## config.mk

```make
export PLATFORM = sky130hd
export DESIGN_NAME = pipe_trace_monitor
export DESIGN_NICKNAME = d
export VERILOG_FILES = /design/src/rtl/pipe_trace_pkg.sv /design/src/rtl/trace_fifo.sv /design/src/rtl/pipe_trace_monitor.sv
export SDC_FILE = /design/constraint.sdc
export NUM_CORES = 2
export LEC_CHECK = 0
export BUFFER_PORTS_ARGS = -buffer_cell sky130_fd_sc_hd__buf_2
export CAP_MARGIN = 10
export CORE_MARGIN = 5
export CORE_UTILIZATION = 45
export DETAILED_ROUTE_END_ITERATION = 12
export PLACE_DENSITY = 0.69
export REMOVE_ABC_BUFFERS = 1
export SETUP_SLACK_MARGIN = 0.15
export SLEW_MARGIN = 20
export SYNTH_ARGS = -nofsm -noshare
export SYNTH_HDL_FRONTEND = slang
export SYNTH_HIERARCHICAL = 1
export SYNTH_SLANG_ARGS = --single-unit
```

## constraint.sdc

```tcl
create_clock -name clk -period 8.72 [get_ports clk]
set_input_delay 1.308 -clock clk [delete_from_list [all_inputs] [get_ports clk]]
set_output_delay 1.308 -clock clk [all_outputs]
set_load 0.005 [all_outputs]
```

## src/rtl/pipe_trace_pkg.sv

```systemverilog
// Shared definitions for the pipeline trace monitor: capture state encoding,
// trace record layout and a saturating counter increment.
package pipe_trace_pkg;

  localparam int TRACE_XLEN   = 32;
  localparam int TRACE_REG_AW = 5;

  typedef enum logic [1:0] {
    ARMED   = 2'd0,  // waiting for the PC trigger
    CAPTURE = 2'd1,  // recording retirements and counting
    FROZEN  = 2'd2   // stopped after a record was dropped on a full buffer
  } state_t;

  // One retired write-back record, for the default XLEN/REG_AW configuration.
  typedef struct packed {
    logic [TRACE_XLEN-1:0]   pc;
    logic                    w;
    logic [TRACE_REG_AW-1:0] rd;
    logic [TRACE_XLEN-1:0]   data;
  } trace_rec_t;

  // Adds en to v, holding at the all-ones value of a w-bit counter (w <= 64).
  function automatic logic [63:0] sat_inc(input logic [63:0] v, input logic en,
                                          input int unsigned w);
    logic [63:0] max_v;
    // NOTE: functions and combinational code use blocking '='; only clocked
    // state updates use non-blocking '<='.
    max_v = (w >= 64) ? '1 : ((64'd1 << w) - 64'd1);
    return (en && (v != max_v)) ? v + 64'd1 : v;
  endfunction

endpackage

```

## src/rtl/trace_fifo.sv

```systemverilog
// Circular record buffer with show-ahead read.
// Ports:
//   clk, reset (async, active-high), clear (sync empty)
//   push / wr_data : append a record
//   pop            : remove the head record (ignored when empty)
//   wrap           : on a push to a full buffer without a pop, overwrite the
//                    oldest record instead of dropping the new one
//   rd_data        : head record, valid while empty=0
//   count, full, empty : occupancy status
module trace_fifo #(
  parameter int DEPTH = 16,
  parameter int WIDTH = 8
) (
  input  logic                   clk,
  input  logic                   reset,
  input  logic                   clear,
  input  logic                   push,
  input  logic                   pop,
  input  logic                   wrap,
  input  logic [WIDTH-1:0]       wr_data,
  output logic [WIDTH-1:0]       rd_data,
  output logic [$clog2(DEPTH):0] count,
  output logic                   full,
  output logic                   empty
);

  localparam int AW = $clog2(DEPTH);
  localparam logic [AW:0] FULL_CNT = (AW+1)'(DEPTH);

  logic [WIDTH-1:0] mem [DEPTH];
  logic [AW-1:0]    head;
  logic [AW-1:0]    tail;
  logic             do_pop;
  logic             do_push;
  logic             overwrite;

  assign full      = (count == FULL_CNT);
  assign empty     = (count == '0);
  assign do_pop    = pop && !empty;
  // A push into a full buffer goes through only if a pop frees a slot in the
  // same cycle or the caller allows the oldest record to be overwritten.
  assign do_push   = push && (!full || do_pop || wrap);
  assign overwrite = do_push && full && !do_pop;
  assign rd_data   = mem[head];

  // NOTE: the storage array has no reset; occupancy is tracked by count and
  // the pointers, so stale contents are never observed.
  always_ff @(posedge clk) begin
    if (do_push) mem[tail] <= wr_data;
  end

  always_ff @(posedge clk or posedge reset) begin
    if (reset) begin
      head  <= '0;
      tail  <= '0;
      count <= '0;
    end else if (clear) begin
      head  <= '0;
      tail  <= '0;
      count <= '0;
    end else begin
      if (do_push)             tail <= tail + AW'(1);
      if (do_pop || overwrite) head <= head + AW'(1);
      if (do_push && !do_pop && !overwrite) count <= count + (AW+1)'(1);
      else if (do_pop && !do_push)          count <= count - (AW+1)'(1);
    end
  end

endmodule

```

## src/rtl/pipe_trace_monitor.sv

```systemverilog
// Pipeline trace and performance monitor beside the write-back stage.
// Counts cycles, retirements, taken jumps and per-stage bubbles while
// capturing, and records retired write-backs into a circular trace buffer.
// Ports:
//   clk, reset (async, active-high), clear (sync restart)
//   stage_nop, jump_taken            : pipeline activity inputs
//   wb_nop, wb_pc, wb_w, wb_rd, wb_data : write-back slot
//   mode_wrap                        : 1 = overwrite oldest when full
//   trig_en, trig_pc                 : PC start trigger
//   rd_en, rd_valid, rd_pc/w/rd/data : show-ahead drain port
//   trace_count, overflow, state     : buffer and capture status
//   cycle_cnt, retire_cnt, jump_cnt, bubble_cnt : saturating counters
module pipe_trace_monitor
  import pipe_trace_pkg::*;
#(
  parameter int XLEN        = 32,
  parameter int REG_AW      = 5,
  parameter int NUM_STAGES  = 5,
  parameter int CNT_W       = 32,
  parameter int TRACE_DEPTH = 16
) (
  input  logic                        clk,
  input  logic                        reset,
  input  logic                        clear,
  input  logic [NUM_STAGES-1:0]       stage_nop,
  input  logic                        jump_taken,
  input  logic                        wb_nop,
  input  logic [XLEN-1:0]             wb_pc,
  input  logic                        wb_w,
  input  logic [REG_AW-1:0]           wb_rd,
  input  logic [XLEN-1:0]             wb_data,
  input  logic                        mode_wrap,
  input  logic                        trig_en,
  input  logic [XLEN-1:0]             trig_pc,
  input  logic                        rd_en,
  output logic                        rd_valid,
  output logic [XLEN-1:0]             rd_pc,
  output logic                        rd_w,
  output logic [REG_AW-1:0]           rd_rd,
  output logic [XLEN-1:0]             rd_data,
  output logic [$clog2(TRACE_DEPTH):0] trace_count,
  output logic                        overflow,
  output logic [1:0]                  state,
  output logic [CNT_W-1:0]            cycle_cnt,
  output logic [CNT_W-1:0]            retire_cnt,
  output logic [CNT_W-1:0]            jump_cnt,
  output logic [NUM_STAGES*CNT_W-1:0] bubble_cnt
);

  localparam int REC_W = 2*XLEN + 1 + REG_AW;

  // The start state depends on trig_en, which is not a constant, so it is
  // not loaded by the asynchronous reset. Instead start_pending marks the
  // cycle(s) after reset/clear, during which the state is taken from trig_en.
  logic       start_pending;
  state_t     state_q;
  state_t     cur_state;

  logic       retire;
  logic       trig_hit;
  logic       active;
  logic       push_req;
  logic       pop;
  logic       drop;
  logic       overwrite;
  logic       fifo_full;
  logic       fifo_empty;
  logic [REC_W-1:0] head_rec;

  assign cur_state = start_pending ? (trig_en ? ARMED : CAPTURE) : state_q;
  assign state     = cur_state;

  assign retire    = !wb_nop;
  // The triggering retirement is itself captured and counted.
  assign trig_hit  = !trig_en || (retire && (wb_pc == trig_pc));
  assign active    = (cur_state == CAPTURE) || ((cur_state == ARMED) && trig_hit);
  assign push_req  = active && retire;
  assign pop       = rd_en && !fifo_empty;
  assign drop      = push_req && fifo_full && !pop && !mode_wrap;
  assign overwrite = push_req && fifo_full && !pop &&  mode_wrap;

  trace_fifo #(
    .DEPTH (TRACE_DEPTH),
    .WIDTH (REC_W)
  ) u_fifo (
    .clk     (clk),
    .reset   (reset),
    .clear   (clear),
    .push    (push_req),
    .pop     (pop),
    .wrap    (mode_wrap),
    .wr_data ({wb_pc, wb_w, wb_rd, wb_data}),
    .rd_data (head_rec),
    .count   (trace_count),
    .full    (fifo_full),
    .empty   (fifo_empty)
  );

  assign rd_valid = !fifo_empty;
  assign {rd_pc, rd_w, rd_rd, rd_data} = rd_valid ? head_rec : '0;

  always_ff @(posedge clk or posedge reset) begin
    if (reset) begin
      start_pending <= 1'b1;
      state_q       <= CAPTURE;
      overflow      <= 1'b0;
    end else if (clear) begin
      start_pending <= 1'b1;
      overflow      <= 1'b0;
    end else begin
      start_pending <= 1'b0;
      case (cur_state)
        ARMED:   state_q <= drop ? FROZEN : (trig_hit ? CAPTURE : ARMED);
        CAPTURE: state_q <= drop ? FROZEN : CAPTURE;
        default: state_q <= FROZEN;
      endcase
      if (drop || overwrite) overflow <= 1'b1;
    end
  end

  always_ff @(posedge clk or posedge reset) begin
    if (reset) begin
      cycle_cnt  <= '0;
      retire_cnt <= '0;
      jump_cnt   <= '0;
      bubble_cnt <= '0;
    end else if (clear) begin
      cycle_cnt  <= '0;
      retire_cnt <= '0;
      jump_cnt   <= '0;
      bubble_cnt <= '0;
    end else begin
      cycle_cnt  <= CNT_W'(sat_inc(64'(cycle_cnt),  active,               CNT_W));
      retire_cnt <= CNT_W'(sat_inc(64'(retire_cnt), active && retire,     CNT_W));
      jump_cnt   <= CNT_W'(sat_inc(64'(jump_cnt),   active && jump_taken, CNT_W));
      for (int i = 0; i < NUM_STAGES; i++) begin
        bubble_cnt[i*CNT_W +: CNT_W] <=
          CNT_W'(sat_inc(64'(bubble_cnt[i*CNT_W +: CNT_W]), active && stage_nop[i], CNT_W));
      end
    end
  end

endmodule
```

======== Word level (Yosys, flattened, before mapping) ========
Memories as Yosys holds them, arrays and structs flattened.
Index checks and enable logic that the tools add are counted.
storage, ports and cells
  memory bits (writable) .................. 1120
  output and inout bits ................... 335
  memories ................................ 1
  logic and storage cells ................. 127
  bits in registers ....................... 273
  bits of input ports ..................... 115
memory list
  memory      words  width  rd ports  clocked after memory_dff  wr ports  line              RTL
  u_fifo.mem  16     70     1         0                         1         trace_fifo.sv:30  logic [WIDTH-1:0] mem [DEPTH];
operators by class
  reduce and logical (&&, ||, !) cells .... 58
  mux-type cells .......................... 31
  eq/ne operators ......................... 11
  $add $sub $neg .......................... 12
operator list
  kind                                              count
  2-to-1 mux 32 bit                                 11
  adder 32 x 1 -> 32 bit, second input constant     8
  inequality test 32 bit, second input constant     8
  2-to-1 mux 160 bit                                1
  2-to-1 mux 70 bit                                 1
  == test 32 bit                                    1
  logical AND 1 bit                                 29
  nonzero test 2 bit                                11
  2-to-1 mux 4 bit                                  4
  2-to-1 mux 5 bit                                  3
  logical NOT 1 bit                                 9
  adder 4 x 1 -> 4 bit, second input constant       2
  2-to-1 mux 1 bit                                  7
  logical OR 1 bit                                  6
  2-to-1 mux 2 bit                                  3
  adder 5 x 1 -> 5 bit, second input constant       1
  == test 5 bit, second input constant              1
  logical NOT 5 bit                                 1
  subtractor 5 x 1 -> 5 bit, second input constant  1
  case mux 2 bit (2 select lines)                   1
  nonzero test 3 bit                                1
  == test 2 x 1 -> 1 bit, second input constant     1
  logical NOT 2 bit                                 1

======== Longest topological paths before layout ========
  depth after elaboration ................. 13
  gate-level depth with buffers ........... 17

======== Hierarchy ========
The synthesis kept the hierarchy.
modules (own cells, without submodules)
  module              area an instance (sq um)  cells each  seq. area each (sq um)  times used
  trace_fifo          43720.7                   2190        33957.6                 1
  pipe_trace_monitor  16199.3                   1858        6508.7                  1

======== Worst setup path before layout ========
Ideal clock, no wire load.
  path kind ............................... input -> register
  start ................................... input port trig_pc[15]
  end ..................................... memory u_fifo/mem[10][0] (netlist name), enable pin
  setup slack ............................. 0.119 ns
  cell stages on the path ................. 12
  arrival ................................. 8.017 ns
  library setup time ...................... 0.584 ns
  cells stage by stage .................... xnor2_1 -> nand4_1 -> nor4_1 -> a41oi_1 -> buf_2 -> clkbuf_1 -> clkbuf_1 -> nor2_1 -> inv_1 -> a31oi_2 -> nand2_1 -> nor3_1
between the ends
  cells in the longest elaborated chain, start to end .. 9
RTL lines
  element                                 line                      RTL
  start: declaration                      pipe_trace_monitor.sv:34  input logic [XLEN-1:0] trig_pc,
  == test 32 bit                          pipe_trace_monitor.sv:75  assign trig_hit = !trig_en || (retire && (wb_pc == trig_pc));
  logical AND 1 bit                       pipe_trace_monitor.sv:75
  logical OR 1 bit                        pipe_trace_monitor.sv:75
  logical AND 1 bit                       pipe_trace_monitor.sv:76  assign active = (cur_state == CAPTURE) || ((cur_state == ARMED) && trig_hit);
  logical OR 1 bit                        pipe_trace_monitor.sv:76
  logical AND 1 bit                       pipe_trace_monitor.sv:77  assign push_req = active && retire;
  net push_req                            pipe_trace_monitor.sv:62  logic push_req;
  logical AND 1 bit                       trace_fifo.sv:42          assign do_push = push && (!full || do_pop || wrap);
  2-to-1 mux 1 bit                        trace_fifo.sv:49          if (do_push) mem[tail] <= wr_data;
  2-to-1 mux 1 bit (implied by the code)  trace_fifo.sv:49
  end: declaration                        trace_fifo.sv:30
The timed path passes the listed nets, and every way through them passes these cells.

======== Worst setup path in the final report ========
  start ................................... input port wb_pc[19]
  end ..................................... memory u_fifo/mem[0][29] (netlist name), enable pin
between the ends
  cells in the longest elaborated chain, start to end .. 9
RTL lines
  element                                 line                      RTL
  start: declaration                      pipe_trace_monitor.sv:28  input logic [XLEN-1:0] wb_pc,
  == test 32 bit                          pipe_trace_monitor.sv:75
  logical AND 1 bit                       pipe_trace_monitor.sv:75
  logical OR 1 bit                        pipe_trace_monitor.sv:75
  logical AND 1 bit                       pipe_trace_monitor.sv:76
  logical OR 1 bit                        pipe_trace_monitor.sv:76
  logical AND 1 bit                       pipe_trace_monitor.sv:77
  net push_req                            pipe_trace_monitor.sv:62
  logical AND 1 bit                       trace_fifo.sv:42
  2-to-1 mux 1 bit                        trace_fifo.sv:49
  2-to-1 mux 1 bit (implied by the code)  trace_fifo.sv:49
The timed path passes the listed nets, and every way through them passes these cells.

==> results.md <==
- Status: completed
- Pins Over Slew Limit: 0
- Hold Crit Class: reg -> reg
- CTS buffer count: around 150
- Row Count: approximately 130
- VDD IR-drop max: between 0.15 and 0.2 mV
- Full die area: 141,000 µm²
- Vias: 38,600
- CP Max Fanout: 120
- CP max stage cell: and2_4
- Chip height: ~370 µm
- Post-CTS Setup Repair Bufs: 0
- Critical Path RT: 9190 ps
- # IOs: 450
- Critical path's largest stage delay: 940 ps
- Worst-margin pin slew: 1110 ps
- Psw: 0.00425 W
- Post-synth ARST share: about 20%
- Power Total: 0.0162 W
- CP startpoint: wb_pc[19]
- Avg WL per Cell: 25.7 µm
- Cell family with most CP delay: simple AND/OR/NAND/NOR gates
- Clk_lat worst skew: between 700 and 800 ps
- Average vias per placed instance: 6.11
- Worst-path clk slew: approximately 60 ps
- Yosys warning total: 6
- H-tree levels: 4
- Vias in the first global route: between 30,000 and 40,000
- DR WL met3: 12,400 µm
- CTS tree: yes
- Crit path DAT: ~6700 ps
- Share of post-route cells with drive strength above 1: 22.4%
- Port Buffer Count: roughly 450
- Logic pwr share: 16.9%
- Core area: between 100,000 and 150,000 µm²
- Sw Ratio: roughly a quarter
- Initial Utilization: 45.4%
- Area delta synth->final: 14.7%
- Bufs and invs on worst path: 4
- Setup tns final: 0 ps
- Number of unique standard cell types used by synthesis: 75
- Mapped Area: ~60,000 µm²
- Detail Route Antenna Nets: 0
- Tmin final: around 6200 ps
- Yosys reg bits: around 1,400
- Longest Clk Path Bufs: 3
- Worst hold start: state_q[0]
- Sequential fraction of the synthesis area: between 60% and 70%
- Power Dens Cells: 236 nW/µm²
- DPL Wire Length: around 97,000 µm
- Crit path kind: in -> reg
- DR iter-0 viols: 3,638
- Die span in x: between 300 and 400 µm
- Crit. End Element: flop
- Setup crit start kind: input port
- Fin nets: around 4,600
- Overall routed net length: about 160,000 µm
- Mapped Cells: 4,048
- Max cap viols: 0
- Slew HR: approximately 26%
- Clock network fraction of total power: a little under two fifths
- Critical-path cell list: buf_2, xnor2_1, nand4_1, nor4_1, a41oi_4, buf_6, nor2_1, inv_1, a31oi_2, nor3b_1, and2_4, buf_4
- Post-route DRC: 0
- Placed Area: roughly 64,000 µm²
- Fin area: 68,700 µm²
- Setup Skew: roughly 22 ps
- Number of synthesized flops with an enable pin: about 1,100
- Leakage power: 23.7 nW
- CTS resizes: 0
- Unrepaired setup endpoints after global routing: no
- Clock tree root buffer cell: clkbuf_16
- WHS: about 470 ps
- Length of routed wiring on met1: around 65,000 µm
- Seq pwr share: 45.5%
- Pin count of the biggest net entering global routing: 174
- RePlAce Congestion: 0.861
- Final setup fails: 0
- Hold Buf Count CTS: 0
- RR Startpoint: state_q[0]
- CTS Sinks: approximately 1,400
- Syn avg cell area: approximately 15 µm²
- Internal: around 0.012 W
- Met2 wire length: ~76,000 µm
- First-pass GRT wire length: about 240,000 µm
- Commonest register cell after synthesis: edfxtp_1
- Max Used Layer: met5
- Residual overflow from global routing: 0
- Total GRT Usage: between 20% and 30%
- Tcrit/Tclk final: 71.5%
- R2R Setup Slk: 3880 ps
- Total iterations of the first detailed-routing run: 5
- Achievable Freq: 0.160 GHz
- Final Hold Viols: 0
- Initial antenna violation count: 22
-- power by group through the flow --
stage          combinational, W  clock [W]  sequential (W)
4_1_cts                 0.00278    0.00621         0.00738
6_report                0.00275    0.00609         0.00738
3_5_place_dp            0.00278          0         0.00752
2_1_floorplan           0.00220          0         0.00774
3_3_place_gp            0.00276          0         0.00752
5_1_grt                 0.00297    0.00649         0.00739
-- placed cells by master (no fill, tap or decap), drive strengths merged, types with 6 or more instances in the layout --
master,synthesis,layout
diode,0,13
nor4,23,23
mux2i,216,216
buf,87,508
and3,46,46
o21ai,201,201
nor2b,115,115
a221oi,70,70
a21oi,274,274
clkbuf,174,192
or3,65,65
or4b,7,7
mux2,117,117
inv,34,41
and4,37,37
o41ai,13,13
nand3,114,114
bufinv,0,8
nor3,40,40
or4,147,147
nand4,97,97
nor2,102,102
edfxtp,1120,1120
a22oi,70,70
o31ai,138,138
nand2,182,182
mux4,140,140
clkinv,0,51
xnor2,38,38
nor3b,6,6
ha,17,17
dfrtp,271,271
and2,29,29
-- metrics by stage --
step	cells	setup slack, ps	util [%]
after global placement	6048	1860	48.4
after floorplan	3787	-7610	-
after CTS	6311	2620	52.0
after detailed placement	6049	1810	48.5
after global routing	6319	2370	52.1
final	6325	2490	52.1
-- cells in the mapped netlist (all sizes together) (3+ instances only) --
cell type | instances | area, µm²
a21oi | 274 | 1370
a221oi | 70 | 613
a22oi | 70 | 526
a31oi | 4 | 31.3
and2 | 29 | 181
and3 | 46 | 288
and4 | 37 | 327
buf | 87 | 518
clkbuf | 174 | 654
dfrtp | 271 | 6780
edfxtp | 1120 | 33600
ha | 17 | 213
inv | 34 | 128
mux2 | 117 | 1330
mux2i | 216 | 2160
mux4 | 140 | 3150
nand2 | 182 | 686
nand2b | 5 | 31.3
nand3 | 114 | 576
nand3b | 3 | 22.5
nand4 | 97 | 619
nand4b | 5 | 43.8
nor2 | 102 | 383
nor2b | 115 | 719
nor3 | 40 | 205
nor3b | 6 | 45.0
nor4 | 23 | 180
nor4b | 3 | 26.3
o21a | 5 | 37.5
o21ai | 201 | 1010
o311ai | 3 | 26.3
o31a | 5 | 43.8
o31ai | 138 | 1040
o41a | 3 | 33.8
o41ai | 13 | 121
or2 | 4 | 25.0
or3 | 65 | 412
or4 | 147 | 1110
or4b | 7 | 70.1
xnor2 | 38 | 333
xor2 | 3 | 26.3
-- layout make-up --
| class | count | area, µm² |
|---|---|---|
| fillers | 10800 | 63200 |
| diodes | 13 | 32.5 |
| well taps | 1755 | 2200 |
| repair buffers | 508 | 2880 |
| flip-flops and latches | 1393 | 40500 |
| multi-input cells | 2360 | 18300 |
| clock inverters | 70 | 714 |
| clock buffers | 192 | 3970 |
| inverters | 34 | 138 |
-- cells by family after synthesis --
kind of cell	share of synthesized area (%)
AND/OR/NAND/NOR	9.97
XOR/XNOR	0.599
flip-flops	67.5
adder cells (fa/ha/maj)	0.388
buffers and inverters	2.17
AO/OA/AOI/OAI	8.25
multiplexers	11.1
-- path summary, 6_finish.rpt --
| check | cells after the start | to |
|---|---|---|
| max reg2reg | 11 | u_fifo/mem[0][29] |
| max in group asynchronous | 3 | bubble_cnt[65] |
| max | 12 | u_fifo/mem[0][29] |
| min | 2 | state_q[0] |
| min reg2reg | 2 | state_q[0] |
| min in group asynchronous | 2 | cycle_cnt[20] |
-- state kept, by name (all words and copies together) (netlist names), 2 cells and up --
name and cells:
u_fifo/mem 1120, bubble_cnt 160, cycle_cnt 32, jump_cnt 32
retire_cnt 32, u_fifo/count 5, u_fifo/head 4, u_fifo/tail 4
state_q 2
-- layer usage --
metal,GRT usage (%),vias to the layer above
li1,-,17000
met3,4.77,384
met4,11.4,8
met2,35.4,1578
met1,29.8,19700
met5,0,-
-- tightest hold or removal path, delay by kind of cell (launching register included) --
family           cells  cell delay [ps]
AO/OA/AOI/OAI        1               60
AND/OR/NAND/NOR      1               50
flip-flops           1              370
(Power assumes the default switching activity.)
